### src/rtl/puf_resp_pkg.sv
// Shared definitions for the PUF response packer.
//   state_t          : packer FSM encoding (idle, collect, flush, done)
//   DefaultMemAddrWidth / DefaultCountWidth : default parameter values
//   RamDepth, ram_depth() : result RAM depth in bytes for a given address width
package puf_resp_pkg;

    typedef enum logic [1:0] {
        StIdle    = 2'd0,
        StCollect = 2'd1,
        StFlush   = 2'd2,
        StDone    = 2'd3
    } state_t;

    localparam int unsigned DefaultMemAddrWidth = 13;
    localparam int unsigned DefaultCountWidth   = 16;

    function automatic int unsigned ram_depth(input int unsigned addr_width);
        return 32'd1 << addr_width;
    endfunction

    localparam int unsigned RamDepth = ram_depth(DefaultMemAddrWidth);

endpackage

### src/rtl/resp_byte_shifter.sv
// Byte assembler for the PUF response packer. Bits enter MSB-first.
// Ports:
//   clk, reset   : clock, synchronous active-high reset
//   clear        : synchronous clear of shift register and bit index (start of run)
//   shift_en     : accept bit_in this cycle
//   bit_in       : incoming response bit
//   byte_next    : byte formed if bit_in is shifted in now (valid when byte_done)
//   byte_done    : this shift completes a byte (8th bit)
//   pad_byte     : pending partial byte left-aligned, zero padded (valid when idx != 0)
module resp_byte_shifter (
    input  logic       clk,
    input  logic       reset,
    input  logic       clear,
    input  logic       shift_en,
    input  logic       bit_in,
    output logic [7:0] byte_next,
    output logic       byte_done,
    output logic [7:0] pad_byte
);

    logic [7:0] shift;
    logic [2:0] idx;

    always_ff @(posedge clk) begin
        if (reset || clear) begin
            shift <= '0;
            idx   <= '0;
        end else if (shift_en) begin
            shift <= {shift[6:0], bit_in};
            // wraps to 0 after the 8th bit, so no explicit byte-boundary clear is needed
            idx   <= idx + 3'd1;
        end
    end

    always_comb begin
        byte_next = {shift[6:0], bit_in};
        byte_done = shift_en && (idx == 3'd7);
        // the k pending bits sit in shift[k-1:0]; move them to the top of the byte
        pad_byte  = shift << (4'd8 - {1'b0, idx});
    end

endmodule

### src/rtl/puf_response_packer.sv
// PUF response packer: collects single-bit responses (valid/ready), packs them
// MSB-first into bytes and writes them to the result RAM, then pulses done.
// Optional macro RESP_ONES_COUNT_EN adds the ones_count output (accepted 1-bits this run).
// Ports:
//   clk, reset     : clock, synchronous active-high reset
//   start          : 1-cycle run request, honoured only when idle
//   num_bits       : number of response bits to collect, sampled with start
//   resp_valid/resp_bit/resp_ready : response bit handshake
//   mem_we/mem_waddr/mem_din       : result RAM write port
//   busy, done     : run in progress, 1-cycle end-of-run pulse
//   bytes_written  : bytes stored this run
//   ones_count     : (RESP_ONES_COUNT_EN only) accepted 1-bits this run
//   overflow       : sticky, bytes dropped because the RAM was full
module puf_response_packer
    import puf_resp_pkg::*;
#(
    parameter int unsigned MEM_ADDR_WIDTH = DefaultMemAddrWidth,
    parameter int unsigned COUNT_WIDTH    = DefaultCountWidth
) (
    input  logic                      clk,
    input  logic                      reset,
    input  logic                      start,
    input  logic [COUNT_WIDTH-1:0]    num_bits,
    input  logic                      resp_valid,
    input  logic                      resp_bit,
    output logic                      resp_ready,
    output logic                      mem_we,
    output logic [MEM_ADDR_WIDTH-1:0] mem_waddr,
    output logic [7:0]                mem_din,
    output logic                      busy,
    output logic                      done,
    output logic [MEM_ADDR_WIDTH:0]   bytes_written,
`ifdef RESP_ONES_COUNT_EN
    output logic [COUNT_WIDTH-1:0]    ones_count,
`endif
    output logic                      overflow
);

    localparam logic [MEM_ADDR_WIDTH-1:0] LastAddr =
        MEM_ADDR_WIDTH'(ram_depth(MEM_ADDR_WIDTH) - 1);
    localparam logic [MEM_ADDR_WIDTH-1:0] AddrOne = MEM_ADDR_WIDTH'(1);
    localparam logic [MEM_ADDR_WIDTH:0]   BwOne   = (MEM_ADDR_WIDTH + 1)'(1);
    localparam logic [COUNT_WIDTH-1:0]    CntOne  = COUNT_WIDTH'(1);

    state_t                    state;
    logic [COUNT_WIDTH-1:0]    num_bits_q;
    logic [COUNT_WIDTH-1:0]    bit_cnt;
    logic [MEM_ADDR_WIDTH-1:0] addr;

    logic                      accept;
    logic                      shift_clear;
    logic [COUNT_WIDTH-1:0]    bit_cnt_next;
    logic                      last_bit;
    logic                      ram_full;
    logic                      wr_req;
    logic [7:0]                wr_data;
    logic [7:0]                byte_next;
    logic [7:0]                pad_byte;
    logic                      byte_done;

    resp_byte_shifter u_shifter (
        .clk       (clk),
        .reset     (reset),
        .clear     (shift_clear),
        .shift_en  (accept),
        .bit_in    (resp_bit),
        .byte_next (byte_next),
        .byte_done (byte_done),
        .pad_byte  (pad_byte)
    );

    always_comb begin
        accept       = (state == StCollect) && resp_valid && resp_ready;
        shift_clear  = (state == StIdle) && start;
        bit_cnt_next = bit_cnt + CntOne;
        last_bit     = (bit_cnt_next == num_bits_q);
        // every byte written this run bumps bytes_written, so its MSB marks a full RAM
        ram_full     = bytes_written[MEM_ADDR_WIDTH];
        wr_req       = 1'b0;
        wr_data      = byte_next;
        if (accept && byte_done) begin
            wr_req = 1'b1;
        end else if (state == StFlush) begin
            wr_req  = 1'b1;
            wr_data = pad_byte;
        end
    end

    always_ff @(posedge clk) begin
        if (reset) begin
            state         <= StIdle;
            num_bits_q    <= '0;
            bit_cnt       <= '0;
            addr          <= '0;
            resp_ready    <= 1'b0;
            mem_we        <= 1'b0;
            mem_waddr     <= '0;
            mem_din       <= '0;
            busy          <= 1'b0;
            done          <= 1'b0;
            bytes_written <= '0;
            overflow      <= 1'b0;
`ifdef RESP_ONES_COUNT_EN
            ones_count    <= '0;
`endif
        end else begin
            mem_we <= 1'b0;
            done   <= 1'b0;

            if (wr_req) begin
                if (ram_full) begin
                    overflow <= 1'b1;
                end else begin
                    mem_we        <= 1'b1;
                    mem_din       <= wr_data;
                    mem_waddr     <= addr;
                    bytes_written <= bytes_written + BwOne;
                    // hold at the last address instead of wrapping onto earlier results
                    if (addr != LastAddr) begin
                        addr <= addr + AddrOne;
                    end
                end
            end

`ifdef RESP_ONES_COUNT_EN
            if (accept && resp_bit) begin
                ones_count <= ones_count + CntOne;
            end
`endif

            unique case (state)
                StIdle: begin
                    if (start) begin
                        num_bits_q    <= num_bits;
                        bit_cnt       <= '0;
                        addr          <= '0;
                        bytes_written <= '0;
                        overflow      <= 1'b0;
                        busy          <= 1'b1;
`ifdef RESP_ONES_COUNT_EN
                        ones_count    <= '0;
`endif
                        if (num_bits == '0) begin
                            state <= StDone;
                        end else begin
                            state      <= StCollect;
                            resp_ready <= 1'b1;
                        end
                    end
                end
                StCollect: begin
                    if (accept) begin
                        bit_cnt <= bit_cnt_next;
                        if (last_bit) begin
                            resp_ready <= 1'b0;
                            state      <= byte_done ? StDone : StFlush;
                        end
                    end
                end
                StFlush: begin
                    state <= StDone;
                end
                StDone: begin
                    done  <= 1'b1;
                    busy  <= 1'b0;
                    state <= StIdle;
                end
                default: begin
                    state <= StIdle;
                end
            endcase
        end
    end

endmodule
### config.mk
export PLATFORM = sky130hd
export DESIGN_NAME = puf_response_packer
export DESIGN_NICKNAME = d
export VERILOG_FILES = /design/src/rtl/puf_resp_pkg.sv /design/src/rtl/resp_byte_shifter.sv /design/src/rtl/puf_response_packer.sv
export SDC_FILE = /design/constraint.sdc
export NUM_CORES = 1
export LEC_CHECK = 0
export CORE_MARGIN = 1
export CORE_UTILIZATION = 35
export DETAILED_ROUTE_END_ITERATION = 16
export DONT_BUFFER_PORTS = 1
export GPL_ROUTABILITY_DRIVEN = 0
export PLACE_DENSITY = 0.56
export SLEW_MARGIN = 25
export SYNTH_ARGS = -nofsm -noshare
export SYNTH_HDL_FRONTEND = slang
export SYNTH_SLANG_ARGS = --single-unit
export TNS_END_PERCENT = 100
### constraint.sdc
create_clock -name clk -period 8.3 [get_ports clk]
set_input_delay 0.83 -clock clk [delete_from_list [all_inputs] [get_ports clk]]
set_output_delay 0.83 -clock clk [all_outputs]
set_load 0.02 [all_outputs]
Yosys cells after proc, flatten, opt, wreduce, memory -nomap -nowiden
Index checks and enable logic that the tools add are counted.
{"block": "totals", "output_inout_bits": 40, "wordCells": 84, "reg_bits": 98}
{"block": "op_classes", "reduce_logical": 17, "bitwise": 2, "eq_ne": 10, "add_sub_neg": 5, "muxes": 35, "shifts": 1}
{"cell": "$mux 13", "n": 5}
{"cell": "$mux 14", "n": 4}
{"cell": "$mux 16", "n": 2}
{"cell": "$pmux 16 s2", "n": 1}
{"cell": "$add 16x1->16 const B", "n": 1}
{"cell": "$eq 16x16->1", "n": 1}
{"cell": "$logic_not 16->1", "n": 1}
{"cell": "$mux 8", "n": 2}
{"cell": "$add 14x1->14 const B", "n": 1}
{"cell": "$mux 1", "n": 14}
{"cell": "$add 13x1->13 const B", "n": 1}
{"cell": "$ne 13x13->1 const B", "n": 1}
{"cell": "$mux 2", "n": 4}
{"cell": "$pmux 2 s4", "n": 1}
{"cell": "$shl 8x4->8", "n": 1}
{"cell": "$ne 2x2->1 const B", "n": 3}
{"cell": "$reduce_and 2->1", "n": 3}
{"cell": "$reduce_and 3->1", "n": 2}
{"cell": "$logic_and 1x1->1", "n": 5}
{"cell": "$reduce_and 5->1", "n": 1}
{"cell": "$eq 2x2->1 const B", "n": 2}
{"cell": "$pmux 1 s2", "n": 2}
{"cell": "$reduce_bool 2->1", "n": 2}
{"cell": "$sub 4x3->4 const A", "n": 1}
{"cell": "other kinds (8)", "n": 9}

Depth between registers and ports, before layout
Gate-level depths: netlist of the first run.
{"block": "depth", "depth_word": 9, "depth_mapped": 11, "mapped_depth_nobuf": 9}

Cells and area by module
Synthesis of the first run repeated with hierarchy kept, for this count alone.
{"block": "unflattened", "hier_cells": 627, "area_unflattened_um2": 5058.6}
{"mod": "puf_response_packer", "seq_area_each_um2": 1741.7, "n_inst": 1, "cells_each": 529, "area_each_um2": 4250.3}
{"mod": "resp_byte_shifter", "seq_area_each_um2": 220.2, "n_inst": 1, "cells_each": 98, "area_each_um2": 808.3}

Worst setup path before layout of the first run
OpenSTA, ideal clock, no wires.
{"block": "synth_timing", "path_kind": "reg-to-reg", "from": "reg bit_cnt[0]", "to": "reg state[0]", "path_stages_with_launch": 9, "synth_period_minus_slack_ns": 2.622, "setup_slack_ns": 5.678, "required_time_ns": 8.242, "setup_ns": 0.058, "t_arrival_ns": 2.564, "path_cell_list": "dfxtp_1 -> ha_1 -> nand3_1 -> nor4_1 -> xnor2_1 -> o211ai_1 -> or4_4 -> nor4_1 -> a211o_1"}
{"block": "synth_between", "elab_chain_cells": 4}
{"item": "start, declared", "line": "puf_response_packer.sv:47", "rtl": "logic [COUNT_WIDTH-1:0] bit_cnt;"}
{"item": "start signal, assigned", "line": "puf_response_packer.sv:153", "rtl": "bit_cnt <= bit_cnt_next;"}
{"item": "$add 16x1->16", "line": "puf_response_packer.sv:75", "rtl": "bit_cnt_next = bit_cnt + CntOne;"}
{"item": "$eq 16x16->1", "line": "puf_response_packer.sv:76", "rtl": "last_bit = (bit_cnt_next == num_bits_q);"}
{"item": "$ne 2x2->1 (no line)"}
{"item": "$reduce_and 3->1 (no line)"}
{"item": "end signal, assigned", "line": "puf_response_packer.sv:91", "rtl": "state <= StIdle;"}
{"item": "end signal, assigned", "line": "puf_response_packer.sv:144", "rtl": "state <= StDone;"}
{"item": "end signal, assigned", "line": "puf_response_packer.sv:146", "rtl": "state <= StCollect;"}
{"item": "end, declared", "line": "puf_response_packer.sv:45", "rtl": "state_t state;"}
Every way passes these cells.
A chain may end at the register's enable or synchronous reset.

Final worst setup path of the first run
{"block": "layout_timing", "from": "reg u_shifter.idx[0]", "to": "reg addr[5]"}
{"block": "layout_between", "elab_chain_cells": 7}
{"item": "start, declared", "line": "resp_byte_shifter.sv:22", "rtl": "logic [2:0] idx;"}
{"item": "start signal, assigned", "line": "resp_byte_shifter.sv:31", "rtl": "idx <= idx + 3'd1;"}
{"item": "$eq 3x3->1 (*)", "line": "resp_byte_shifter.sv:37", "rtl": "byte_done = shift_en && (idx == 3'd7);"}
{"item": "$logic_and 1x1->1 (*)", "line": "resp_byte_shifter.sv:37"}
{"item": "$logic_and 1x1->1 (*)", "line": "puf_response_packer.sv:81", "rtl": "if (accept && byte_done) begin"}
{"item": "$mux 1 (*)", "line": "puf_response_packer.sv:81"}
{"item": "$mux 13 (*)", "line": "puf_response_packer.sv:110", "rtl": "if (wr_req) begin"}
{"item": "$mux 13", "line": "puf_response_packer.sv:133", "rtl": "if (start) begin"}
{"item": "$mux 13 (*)", "line": "puf_response_packer.sv:131", "rtl": "unique case (state)"}
{"item": "end signal, assigned", "line": "puf_response_packer.sv:120", "rtl": "addr <= addr + AddrOne;"}
{"item": "end, declared", "line": "puf_response_packer.sv:48", "rtl": "logic [MEM_ADDR_WIDTH-1:0] addr;"}
Every way passes the cells marked *; elsewhere a longest branch is shown, timed or not.

==> metrics.csv, run 1 <==
metric,value,unit
setup_viol,0,
synth_area,4875,um2
insertion_delay,0.35,ns
total_power,1265,uW
antenna_found_initial,0,
vias_per_cell,5.401,
start_util,36.38,%
overflow,0,
path_buf_inv,0,
synth_area_leader_cell,dfxtp_1,
synthMostInstantiatedCell,nand2_1,
syn_inst,620,
nets,625,
die_h,120.0,um
end_kind,flip-flop,
cts.clk_slew.worst_paths,0.07,ns
timing.setup.tns,0,ns
wl,11660,um
finClkSkew,0.007476,ns
fp.dieArea,14400,um2
yosysTopAreaCellShare,40.25,%
port_buffers,0,
grt_pass1_vias,3917,
cts-buffers-inserted,9,
ant_nets,0,
pin_count,61,
whs,0.4573,ns
async_reset_ff_share,0,%
synth-edff-count,0,
ir_worst_vdd,0.1069,mV
tritoncts,done,
root_buffer,clkbuf_16,
tightest_slew,1.010,ns
yosysSeqAreaShare,40.25,%
core,13400,um2
power_per_cell_area,242.2,nW/um2
leakage,0.001744,uW
placed_cell_area,4926,um2
synth_cell_types,57,
wire_per_inst,15.07,um
cp.required,8.53,ns
ys_warn_count,0,
worstPathMaxFanout,20,
cap_viol_max_count,0,
post-route-period-util,41.34,%
fin_area,5224,um2
maxSlewViolCount,0,
max_freq,0.2915,GHz
hold_class,flip-flop to flip-flop,
synth_common_cells,"nand2_1, dfxtp_1, nor2_1, a21oi_1, clkbuf_1",
outcome,finished clean,
num_antenna_cells,0,
dr.pass1.iters,5,
cp_slowest_stage_delay,0.82,ns
drt_iter0_markers,226,
path_cells,"ha_1, ha_1, and4_1, nor2_1, or2_2, a41oi_1, nand4_1, xor2_1, nor2_1",
rows,42,
synthTopCellsByArea,"dfxtp_1, nand2_1, a21oi_1, nor2_1, xor2_1",
grt_max_degree,65,
syn_avg_cell_area,7.862,um2
clkSinkCount,98,
worstSetupPathType,flip-flop to flip-flop,
grt_setup_unrepaired,no,
h-tree-depth,3,
synth-main-ff-cell,dfxtp_1,
grt_pass1_wl,19510,um
cts_setup_buffers,0,
track_usage,17.17,%
die-width,120.0,um
hold_viol,0,
layout-drive-gt1-share,5.017,%
syn-num-nets,651,
cts.repair.resized,0,
syn_to_final_growth,7.161,%
drc,0,
dp_hpwl,8183,um
slowest_stage,a41oi_1,
cts_max_path_buffers,2,
start_kind,flip-flop,
cp_data_arrival_time,3.66,ns
ys_ff_latch,98,
hold_buffers,0,
maxSlewHeadroom,31.85,%
min_period,3.431,ns
num_vias,4180,
critPathTopFamily,simple AND/OR/NAND/NOR gates,
-- metal layers --
| metal | track usage [%] | vias up | share of wire (%) |
|---|---|---|---|
| met2 | 27.87 | 100 | 48 |
| met4 | 6.094 | 0 | 1.5 |
| met3 | 5.418 | 14 | 6.4 |
| met5 | 0 | - | 0 |
| li1 | - | 2111 | - |
| met1 | 21.23 | 1955 | 44 |
-- final timing paths --
path	start	endpoint	slack, ns	cells after the start
setup / recovery	u_shifter.idx[0]	addr[5]	4.87	9
hold / removal	u_shifter.shift[7]	u_shifter.shift[7]	0.46	2
setup reg to reg	u_shifter.idx[0]	addr[5]	4.87	9
hold reg to reg	u_shifter.shift[7]	u_shifter.shift[7]	0.46	2
-- kinds of logic after synthesis --
logic type | after synthesis | share of synthesized area, %
simple gates | 288 | 27.95
compound gates | 125 | 15.30
flops | 98 | 40.25
buf+inv | 48 | 4.517
xor+xnor | 42 | 7.546
fa+ha+maj | 10 | 2.567
mux | 9 | 1.874
-- where the power goes --
part	switching [uW]	leakage (uW)	internal [uW]
Sequential	58.3	0.000793	508
Combinational	185	0.000802	90.0
Clock	188	0.000149	237
Total	430	0.00174	835
-- cell usage in the layout, fill, tap and decap left out, types with 3 or more instances in the layout --
cell and n:
xnor2_1 17, o211ai_1 6, nand4_1 11, inv_1 9, a31oi_1 6, and3_1 9, a211oi_1 8, nor2b_1 7
dfxtp_1 98, nand3b_1 3, nor3_1 14, o21ai_0 16, nand2b_1 3, mux2i_1 8, nor4_1 12, and4_1 3
a221oi_1 3, nand3_1 22, a21oi_1 64, clkbuf_16 9, nand2_1 115, nor2_1 68, inv_6 3, o22ai_1 3
a311oi_1 4, or4b_2 3, xor2_1 25, and2_1 5, ha_1 10
-- stage by stage --
| step | setup slack, ns | utilization [%] | instances |
|---|---|---|---|
| 2_1_floorplan | 5.678 | - | 620 |
| 3_3_place_gp | 4.998 | 36.76 | 759 |
| 3_5_place_dp | 4.880 | 36.76 | 759 |
| 4_1_cts | 4.856 | 38.98 | 774 |
| 5_1_grt | 4.535 | 38.98 | 774 |
| 6_report | 4.869 | 38.98 | 774 |
-- worst register-to-register path, cell delays in order (launching register included) --
cell and delay (ns):
dfxtp_1 0.62, ha_1 0.24, ha_1 0.15, and4_1 0.43, nor2_1 0.14, or2_2 0.48, a41oi_1 0.82, nand4_1 0.21
xor2_1 0.18, nor2_1 0.05
-- layout make-up --
cell class	count	area [um2]
Fill cell	1380	8177
Multi-Input combinational cell	474	2695
Sequential cell	98	1962
Clock buffer	9	225.2
Tap cell	176	220.2
Clock inverter	6	72.57
Inverter	9	33.78
Timing Repair Buffer	2	15.01
-- flip-flops by register name, indices dropped and copies added, names as in the netlist --
register	cells
done	1
addr	13
u_shifter.idx	3
busy	1
u_shifter.shift	8
bytes_written	14
overflow	1
num_bits_q	16
bit_cnt	16
resp_ready	1
mem_waddr	13
mem_we	1
mem_din	8
state	2
(Power assumes the default switching activity.)
==> inputs of run 2 (changes only) <==
--- a/config.mk
+++ b/config.mk
@@ -10,7 +10,7 @@
 export DETAILED_ROUTE_END_ITERATION = 16
 export DONT_BUFFER_PORTS = 1
 export GPL_ROUTABILITY_DRIVEN = 0
-export PLACE_DENSITY = 0.56
+export PLACE_DENSITY = 0.58
 export SLEW_MARGIN = 25
 export SYNTH_ARGS = -nofsm -noshare
 export SYNTH_HDL_FRONTEND = slang
==> constraint.sdc (replaced) <==
create_clock -name clk -period 2.7 [get_ports clk]
set_input_delay 0.27 -clock clk [delete_from_list [all_inputs] [get_ports clk]]
set_output_delay 0.27 -clock clk [all_outputs]
set_load 0.02 [all_outputs]
==> run 2 against run 1 <==
Net effect:
- utilization is 1.6 points higher
- critical endpoint is now state[0]
- clock-buffer cell count did not move
- clock power rose to 3.0 times the previous value
- maximum frequency up 30%
- global-route usage grew 0.31 points
- via count increased by 1.8%
- sequential cell count did not move
- die area is the same
- register-to-register slack worse by 4.8 ns
==> metrics.csv, run 2 (synthesis gave the netlist of run 1 again) <==
metric,value,unit
nets,647,
power_per_cell_area,727.2,nW/um2
clkSinkCount,98,
start_util,36.38,%
grt_max_degree,58,
h-tree-depth,3,
rows,42,
setup_viol,0,
tightest_slew,0.6550,ns
post-route-period-util,97.87,%
antenna_found_initial,0,
outcome,finished clean,
end_kind,flip-flop,
grt_pass1_vias,4027,
cp_data_arrival_time,2.95,ns
hold_start,num_bits[9],
wl_met2,5706,um
dr_wl_met3,737,um
worst_hold_path.endpoint,num_bits_q[9],
fp.dieArea,14400,um2
worstSetupPathType,flip-flop to flip-flop,
num_vias,4254,
rrSetupSlack,0.06,ns
root_buffer,clkbuf_16,
cp.required,3.01,ns
maxSlewViolCount,0,
vias_per_cell,5.338,
met1_length,5401,um
holdPathStages,2,
maxSlewHeadroom,56.33,%
dr.pass1.iters,4,
r2r_cells,8,
final_util,40.55,%
cts-buffers-inserted,9,
cts_max_path_buffers,2,
top_layer_used,met4,
layout-drive-gt1-share,9.179,%
wl,12020,um
die-width,120.0,um
max_freq,0.3784,GHz
syn_to_final_growth,11.47,%
ir_worst_vdd,0.3583,mV
track_usage,17.47,%
drc,0,
regToRegEndpoint,state[0],
insertion_delay,0.36,ns
pin_count,61,
timing.setup.tns,0,ns
start_kind,flip-flop,
leakage,0.001862,uW
overflow,0,
die_h,120.0,um
dp_hpwl,8447,um
total_power,3952,uW
num_antenna_cells,0,
layout_common_cells,"nand2_1, dfxtp_1, nor2_1",
rr_startpoint,bit_cnt[0],
drt_iter0_markers,219,
port_buffers,0,
ant_nets,0,
min_period,2.642,ns
worstPathMaxFanout,8,
finClkSkew,0.008673,ns
final_common_cell,nand2_1,
hold_class,input pin to flip-flop,
grt_setup_unrepaired,no,
cap_viol_max_count,0,
tritoncts,done,
grt_pass1_wl,19820,um
hold_viol,0,
wire_per_inst,15.08,um
top_regs,"bit_cnt (16), num_bits_q (16), bytes_written (14)",
cts.clk_slew.worst_paths,0.08,ns
core,13400,um2
==> run 2: what timing repair did <==
| item | 4_1_cts | 5_1_grt |
|---|---|---|
| hold endpoints to repair | 57 | 0 |
| setup buffers | 0 | 0 |
| endpoints found under the setup margin | 0 | 3 |
| resized for setup | 0 | 5 |
| hold buffers | 1 | 0 |
==> run 2: how the worst max path moves through the flow <==
stage / end / slack (ns) / from
after floorplan: state[0] / 0.08 / bit_cnt[0]
after global placement: state[0] / 0.14 / bit_cnt[0]
after detailed placement: state[0] / 0.05 / bit_cnt[0]
after CTS: state[0] / 0.01 / bit_cnt[4]
after global routing: state[0] / 0.005 / bit_cnt[6]
final: state[0] / 0.06 / bit_cnt[0]
==> run 2: through the flow <==
step                cell area, um2  setup slack, ns  instances  hold slack, ns
finish                        5434          0.05762        797         0.03791
global placement              5096           0.1416        780          0.3447
floorplan                     4875          0.07823        620          0.4060
CTS                           5421          0.01113        797         0.02943
detailed placement            5096          0.04591        780          0.3465
global route                  5434         0.005148        797         0.03458
==> run 2: power by group <==
group | internal, uW | leakage [uW] | switching (uW) | total (uW)
logic | 332 | 0.000925 | 601 | 933
registers | 1560 | 0.000794 | 178 | 1740
clock network | 652 | 0.000143 | 629 | 1280
total | 2540 | 0.00186 | 1410 | 3950
==> run 2: worst max-delay path, stage by stage (launching register included) <==
cell and delay (ns):
dfxtp_1 0.34, ha_2 0.26, or3b_2 0.45, a211o_2 0.33, nand3_1 0.08, nand4_1 0.10
or4_4 0.57, nor4_1 0.33, a211o_1 0.14
==> run 2: cell type report <==
type                    instances  area [um2]
clock buffers                   9       225.2
clock inverters                 7       72.57
fillers                      1415        7966
inverters                       9       33.78
multi-input cells             474        2705
flip-flops and latches         98        1964
well taps                     176       220.2
repair buffers                 24       212.7
==> run 2: metal layers <==
| layer | track usage [%] | up-vias |
|---|---|---|
| met1 | 21.11 | 1999 |
| met4 | 7.031 | 0 |
| li1 | - | 2146 |
| met5 | 0 | - |
| met2 | 28.63 | 97 |
| met3 | 5.466 | 12 |
